==> config.mk <==
export PLATFORM = sky130hd
export DESIGN_NAME = pipelined_adder
export DESIGN_NICKNAME = d
export VERILOG_FILES = /design/src/rtl/pipelined_adder_pkg.sv /design/src/rtl/adder_slice.sv /design/src/rtl/fulladder.sv /design/src/rtl/pipelined_adder.sv
export SDC_FILE = /design/constraint.sdc
export NUM_CORES = 1
export LEC_CHECK = 0
export CELL_PAD_IN_SITES_DETAIL_PLACEMENT = 1
export CELL_PAD_IN_SITES_GLOBAL_PLACEMENT = 1
export CORE_MARGIN = 1.5
export CORE_UTILIZATION = 40
export CTS_BUF_LIST = sky130_fd_sc_hd__clkbuf_16
export CTS_CLUSTER_DIAMETER = 150
export CTS_CLUSTER_SIZE = 14
export DETAILED_ROUTE_END_ITERATION = 8
export PLACE_DENSITY_LB_ADDON = 0.1
export SYNTH_ARGS = -nofsm -noshare
export SYNTH_HDL_FRONTEND = slang
export SYNTH_SLANG_ARGS = --single-unit
==> constraint.sdc <==
create_clock -name clk -period 3.1 [get_ports clk]
set_clock_uncertainty 0.15 [all_clocks]
set_input_delay 0.775 -clock clk [delete_from_list [all_inputs] [get_ports clk]]
set_output_delay 0.775 -clock clk [all_outputs]
set_load 0.02 [all_outputs]
==> src/rtl/pipelined_adder_pkg.sv <==
// pipelined_adder_pkg: shared constants, width helpers and the stage-register
// type used by pipelined_adder. Operand fields are sized to MAX_W; the adder
// only uses the low WIDTH bits and the rest stay at zero.
package pipelined_adder_pkg;

   localparam int MAX_W = 64;

   typedef logic [MAX_W-1:0] word_t;

   // One pipeline stage: valid, the low sum slices finished so far, carry out
   // of the slice just added, signed overflow (meaningful in the last stage),
   // and the operand words still waiting for their upper slices.
   typedef struct packed {
      logic  v;
      word_t sum;
      logic  c;
      logic  ovf;
      word_t a;
      word_t b;
   } stage_t;

   function automatic int slice_w(input int width, input int stages);
      return width / stages;
   endfunction

   // Largest two's-complement value of the given width, zero-extended.
   function automatic word_t signed_max(input int width);
      word_t r;
      r = '0;
      for (int i = 0; i < MAX_W; i++) begin
         if (i < width - 1) r[i] = 1'b1;
      end
      return r;
   endfunction

   // Most negative two's-complement value of the given width, zero-extended.
   function automatic word_t signed_min(input int width);
      word_t r;
      r = '0;
      for (int i = 0; i < MAX_W; i++) begin
         if (i == width - 1) r[i] = 1'b1;
      end
      return r;
   endfunction

endpackage

==> src/rtl/adder_slice.sv <==
// adder_slice: SW-bit ripple chain of fulladder cells. c_msb_in is the carry
// entering the top bit, used by the caller for signed-overflow detection.
module adder_slice #(
   parameter int SW = 4
) (
   input  logic [SW-1:0] a,
   input  logic [SW-1:0] b,
   input  logic          cin,
   output logic [SW-1:0] sum,
   output logic          cout,
   output logic          c_msb_in
);

   // Each bit keeps its own carry nets so the chain is a set of distinct wires.
   for (genvar i = 0; i < SW; i++) begin : g_bit
      logic ci;
      logic co;
      if (i == 0) begin : g_lsb
         assign ci = cin;
      end else begin : g_upper
         assign ci = g_bit[i-1].co;
      end
      fulladder u_fa (
         .a    (a[i]),
         .b    (b[i]),
         .cin  (ci),
         .sum  (sum[i]),
         .cout (co)
      );
   end

   assign cout     = g_bit[SW-1].co;
   assign c_msb_in = g_bit[SW-1].ci;

endmodule

==> src/rtl/fulladder.sv <==
// fulladder: one-bit full adder, the building block of every adder slice.
module fulladder (
   input  logic a,
   input  logic b,
   input  logic cin,
   output logic sum,
   output logic cout
);

   assign sum  = a ^ b ^ cin;
   assign cout = (a & b) | (cin & (a ^ b));

endmodule

==> src/rtl/pipelined_adder.sv <==
// pipelined_adder: WIDTH-bit adder/subtractor whose carry chain is cut into
// STAGES registered slices. Optional build macro PIPELINED_ADDER_SAT_EN makes
// the result saturate on signed overflow instead of wrapping.
//
// Handshake: a beat moves across a boundary only in a cycle where the sender
// shows valid and the receiver shows ready; in_ready and out_valid never
// depend on in_valid, and a presented result holds still until taken.
module pipelined_adder
   import pipelined_adder_pkg::*;
#(
   parameter int WIDTH  = 16,
   parameter int STAGES = 4
) (
   input  logic             clk,
   input  logic             rst_n,
   input  logic             in_valid,
   output logic             in_ready,
   input  logic [WIDTH-1:0] a,
   input  logic [WIDTH-1:0] b,
   input  logic             cin,
   input  logic             sub,
   output logic             out_valid,
   input  logic             out_ready,
   output logic [WIDTH-1:0] sum,
   output logic             cout,
   output logic             ovf
);

   localparam int SLW  = slice_w(WIDTH, STAGES);
   localparam int LAST = STAGES - 1;

   if (WIDTH % STAGES != 0) begin : g_chk_div
      $error("pipelined_adder: WIDTH must be divisible by STAGES");
   end
   if (WIDTH < 2 || WIDTH > MAX_W) begin : g_chk_width
      $error("pipelined_adder: WIDTH out of supported range");
   end

   stage_t             st_q [STAGES];
   stage_t             st_d [STAGES];
   logic [STAGES-1:0]  load;
   logic               unused_ok;

   // Walk back from the consumer: a stage loads when empty or when its
   // contents move on, so bubbles collapse even while the output stalls.
   always_comb begin
      logic nxt;
      nxt  = out_ready;
      load = '0;
      for (int k = LAST; k >= 0; k--) begin
         load[k] = !st_q[k].v || nxt;
         nxt     = load[k];
      end
   end

   assign in_ready = load[0];

   for (genvar k = 0; k < STAGES; k++) begin : g_stage
      word_t            src_a;
      word_t            src_b;
      word_t            prev_sum;
      word_t            new_sum;
      logic             src_v;
      logic             sci;
      logic [SLW-1:0]   sa;
      logic [SLW-1:0]   sb;
      logic [SLW-1:0]   ss;
      logic             sco;
      logic             smsb;

      if (k == 0) begin : g_first
         assign src_v    = in_valid;
         assign src_a    = word_t'(a);
         assign src_b    = word_t'(sub ? ~b : b);
         assign sci      = sub ? 1'b1 : cin;
         assign prev_sum = '0;
      end else begin : g_next
         assign src_v    = st_q[k-1].v;
         assign src_a    = st_q[k-1].a;
         assign src_b    = st_q[k-1].b;
         assign sci      = st_q[k-1].c;
         assign prev_sum = st_q[k-1].sum;
      end

      assign sa = src_a[k*SLW +: SLW];
      assign sb = src_b[k*SLW +: SLW];

      adder_slice #(.SW(SLW)) u_slice (
         .a        (sa),
         .b        (sb),
         .cin      (sci),
         .sum      (ss),
         .cout     (sco),
         .c_msb_in (smsb)
      );

      // Merge this slice into the running sum; the last slice may clamp it.
      always_comb begin
         new_sum = prev_sum;
         new_sum[k*SLW +: SLW] = ss;
`ifdef PIPELINED_ADDER_SAT_EN
         if (k == LAST && (sco ^ smsb)) begin
            new_sum = (!sa[SLW-1] && !sb[SLW-1]) ? signed_max(WIDTH) : signed_min(WIDTH);
         end
`endif
      end

      assign st_d[k] = '{v: src_v, sum: new_sum, c: sco, ovf: sco ^ smsb,
                         a: src_a, b: src_b};
   end

   // Stage registers: cleared by reset, otherwise refreshed only when allowed.
   always_ff @(posedge clk or negedge rst_n) begin
      if (!rst_n) begin
         for (int k = 0; k < STAGES; k++) st_q[k] <= '0;
      end else begin
         for (int k = 0; k < STAGES; k++) begin
            if (load[k]) st_q[k] <= st_d[k];
         end
      end
   end

   // Fold stage-register bits that no logic reads (upper padding, operands
   // left in the last stage) into one sink so they are visibly accounted for.
   always_comb begin
      unused_ok = 1'b0;
      for (int k = 0; k < STAGES; k++) unused_ok = unused_ok ^ (^st_q[k]);
   end

   assign out_valid = st_q[LAST].v;
   assign sum       = st_q[LAST].sum[WIDTH-1:0];
   assign cout      = st_q[LAST].c;
   assign ovf       = st_q[LAST].ovf;

endmodule

==> results of run 1 <==
critical path, stage by stage:
cell	delay, ns
sky130_fd_sc_hd__clkdlybuf4s50_1	0.47
sky130_fd_sc_hd__inv_1	0.06
sky130_fd_sc_hd__fa_2	0.38
sky130_fd_sc_hd__fa_2	0.34
sky130_fd_sc_hd__fa_1	0.37
sky130_fd_sc_hd__inv_1	0.07
sky130_fd_sc_hd__fa_1	0.40
sky130_fd_sc_hd__mux2_4	0.27
flip-flops by register name (all words and copies together), names as in the netlist:
register / cells
g_stage.sci: 3
g_stage.src_b: 24
ovf: 1
g_stage.src_v: 3
g_stage.src_a: 24
out_valid: 1
cout: 1
g_stage.prev_sum: 24
sum: 16
per-layer routing:
layer  vias to the layer above  GRT usage, %  part of all wire (%)
met5                         -             0                     0
met2                        38         25.92                    49
met1                      1175         19.99                    45
met3                        10         5.350                   4.2
met4                         0         5.714                   1.7
li1                       1078             -                     -
report_power, final:
part	internal, mW	switching [mW]
Combinational	0.687	0.537
Clock	0.527	0.455
Sequential	1.64	0.204
Total	2.86	1.20
cells by family after synthesis:
group	Yosys count	synth area share, %
mux	75	21.22
buf+inv	43	5.730
flops	97	56.15
simple gates	28	3.965
fa+ha+maj	16	7.410
xor+xnor	17	3.444
compound gates	18	2.084
through the flow:
| step | worst slack [ns] | setup TNS, ns |
|---|---|---|
| global placement | -0.5361 | -0.6232 |
| CTS | 0.03496 | 0 |
| detailed placement | -0.5697 | -0.6731 |
| finish | 0.04679 | 0 |
| global route | 0.02246 | 0 |
| floorplan | -0.1731 | -0.1731 |
layout make-up:
cell class | instances | area, µm² | area share (%)
clock buffers | 9 | 225.2 | 4.269
clock inverters | 5 | 26.28 | 0.4981
inverters | 29 | 108.9 | 2.064
multi-input cells | 154 | 1664 | 31.55
flip-flops and latches | 97 | 2427 | 46.02
well taps | 136 | 170.2 | 3.226
repair buffers | 67 | 653.1 | 12.38
synth_stat cells (3+ instances only):
master and number:
sky130_fd_sc_hd__inv_1 29, sky130_fd_sc_hd__nor2_1 7, sky130_fd_sc_hd__mux2_4 21, sky130_fd_sc_hd__fa_1 16, sky130_fd_sc_hd__mux2_1 23, sky130_fd_sc_hd__xor2_1 12
sky130_fd_sc_hd__mux2i_1 5, sky130_fd_sc_hd__o21ai_0 12, sky130_fd_sc_hd__mux2_2 26, sky130_fd_sc_hd__nand2_1 13, sky130_fd_sc_hd__buf_2 3, sky130_fd_sc_hd__a21oi_1 6
sky130_fd_sc_hd__buf_8 3, sky130_fd_sc_hd__buf_6 6, sky130_fd_sc_hd__dfrtp_1 97, sky130_fd_sc_hd__xnor2_1 5
how the worst min path moves through the flow:
stage	endpoint	slack, ns	depth (start not counted)
2_1_floorplan	g_stage[2].src_v	0.29	1
3_3_place_gp	g_stage[2].src_v	0.29	1
3_5_place_dp	g_stage[2].src_v	0.30	1
4_1_cts	sum[0]	0.29	1
5_1_grt	g_stage[3].prev_sum[1]	0.31	1
6_report	sum[0]	0.28	1
timing repair:
item | 4_1_cts | 5_1_grt
setup endpoints to repair | 1 | 1
resized for setup | 3 | 1
setup buffers | 0 | 0
gates cloned | 0 | 0
==> PnR_summary.wiki, run 1 <==
{| class="wikitable"
! Metric !! Value
|-
| Result of the run || completed
|-
| Number of nets produced by synthesis || 348
|-
| Unrepaired setup endpoints after global routing || no
|-
| Cell type contributing the most total cell area after synthesis || sky130_fd_sc_hd__dfrtp_1
|-
| Initial antenna violation count || 0
|-
| Number of fillers in the final layout || 1049
|-
| Register-to-register setup slack || 0.58 ns
|-
| Post-route fraction of the period consumed by the critical path || 98.49%
|-
| Setup violation total in the final timing report || 0
|-
| Port Buf Inserts || 57
|-
| Clock transition at the registers of the reported paths || 0.06 ns
|-
| Element type at the critical path start || input pin
|-
| Async SR Flop Fraction || 100.0%
|-
| Via density per instance || 4.630
|-
| Count of mapped cells out of synthesis || 294
|-
| Synth-to-Final Area Change || 22.03%
|-
| Commonest non-fill, non-tap cells in the layout || sky130_fd_sc_hd__dfrtp_1, sky130_fd_sc_hd__clkdlybuf4s50_1, sky130_fd_sc_hd__inv_1, sky130_fd_sc_hd__mux2_2
|-
| Post-route cell area || 5275 µm²
|-
| Area share of the leading cell type in the synthesized netlist || 56.15%
|-
| Deepest clock path buffer count || 2
|-
| Mean routed wirelength per cell || 15.70 µm
|-
| GRT Residual Overflow || 0
|-
| Root cell of the clock tree || sky130_fd_sc_hd__clkbuf_16
|-
| Highest achievable clock rate || 327.5 MHz
|-
| Cell variety after synth || 24
|-
| First-pass GRT wire length || 13.31 mm
|-
| Starting density of the core || 41.50%
|-
| Actual transition at the worst max-transition pin || 0.6595 ns
|-
| Total number of vias || 2301
|-
| Number of DRC markers after the initial detailed-route iteration || 45
|-
| Sequential fraction of the synthesis area || 56.15%
|-
| Arrival time reported for the critical path endpoint || 3.13 ns
|-
| Type of the tightest min-delay check || in -> async
|-
| Relative slew slack || 55.96%
|-
| Number of antenna diodes || 0
|-
| Pwr/cell area || 768.5 nW/µm²
|-
| Number of clock sinks || 97
|-
| Number of rows created at floorplan || 37
|-
| Type of the setup path with the least slack || in -> reg
|-
| Clock tree from TritonCTS || built
|-
| Crit Reg-Reg Endpoint || sum[15]
|-
| Via count of the first global-routing pass || 2550
|-
| Total Nets Final || 412
|-
| Number of levels in the clock H-tree || 3
|-
| Static leakage || 2.384 nW
|-
| Number of top-level design ports || 58
|-
| CTS Buf Count || 9
|-
| DIE AREA || 11440 µm²
|-
| Final Hold Slack || 0.2767 ns
|-
| Die X || 107.0 µm
|-
| Max-cap violation count || 0
|-
| Biggest area contributors in the synthesized netlist || sky130_fd_sc_hd__dfrtp_1, sky130_fd_sc_hd__fa_1, sky130_fd_sc_hd__mux2_4
|-
| Post-detailed-route count of antenna-violating nets || 0
|-
| Power consumption || 4.054 mW
|-
| Floorplan Core Area || 10420 µm²
|-
| Final Hold Viols || 0
|-
| Placed cell areas || 5015 µm²
|-
| Register bit count reported by yosys || 97
|-
| Cell Count Post-Placement || 483
|-
| Number of hold-repair buffers added at the cts stage || 0
|-
| Max IR drop VDD || 0.0004441 V
|-
| Most common library cell in the layout ignoring fill and taps || sky130_fd_sc_hd__dfrtp_1
|-
| Die H || 107.0 µm
|-
| Share of cells above drive strength 1 || 22.16%
|-
| Largest net degree at the start of global routing || 45
|-
| Final critical delay including setup and external delays || 3.053 ns
|-
| Sum of routed wire length over all layers || 7.803 mm
|-
| Critical path launch point || a[0]
|-
| Final estimated routing congestion in global placement || 0.7072
|-
| Slew Limit Fails || 0
|-
| Count of synthesis-stage warnings from yosys || 0
|-
| GRT Total Usage || 15.99%
|-
| Critical Path Fanout Max || 1
|-
| Clk_lat worst skew || 0.35 ns
|-
| Crit end category || flop
|-
| Average size of a mapped cell || 14.70 µm²
|-
| Half-perimeter wire length after placement || 5.150 mm
|-
| Data required time at the worst endpoint || 3.18 ns
|-
| Post-route non-filler standard cell count || 497
|-
| FF-to-FF Start || g_stage[3].sci
|-
| Number of detailed-route iterations in the first pass || 4
|-
| Synth Cell Area || 4323 µm²
|-
| R2R cell count || 8
|-
| Final core area utilization || 50.64%
|-
| Capturing element of the worst setup path || g_stage[1].prev_sum[3]
|-
| Post-synth EDFFs || 0
|-
| Flip-flop cell with the highest count after synthesis || sky130_fd_sc_hd__dfrtp_1
|-
| Detailed-route DRC error count || 0
|}
(Power assumes the default switching activity.)
==> run 2: changes to the inputs <==
Settings changed: TNS_END_PERCENT set to 30.
==> results of run 2 <==
Same layout as run 1: the final DEF is identical, and so are final timing and power.
==> run 3: changes to the inputs <==
Settings changed: CAP_MARGIN set to 15, CTS_CLUSTER_SIZE 14 to unset.
==> results of run 3 <==
Same layout as run 1: the final DEF is identical, and so are final timing and power.
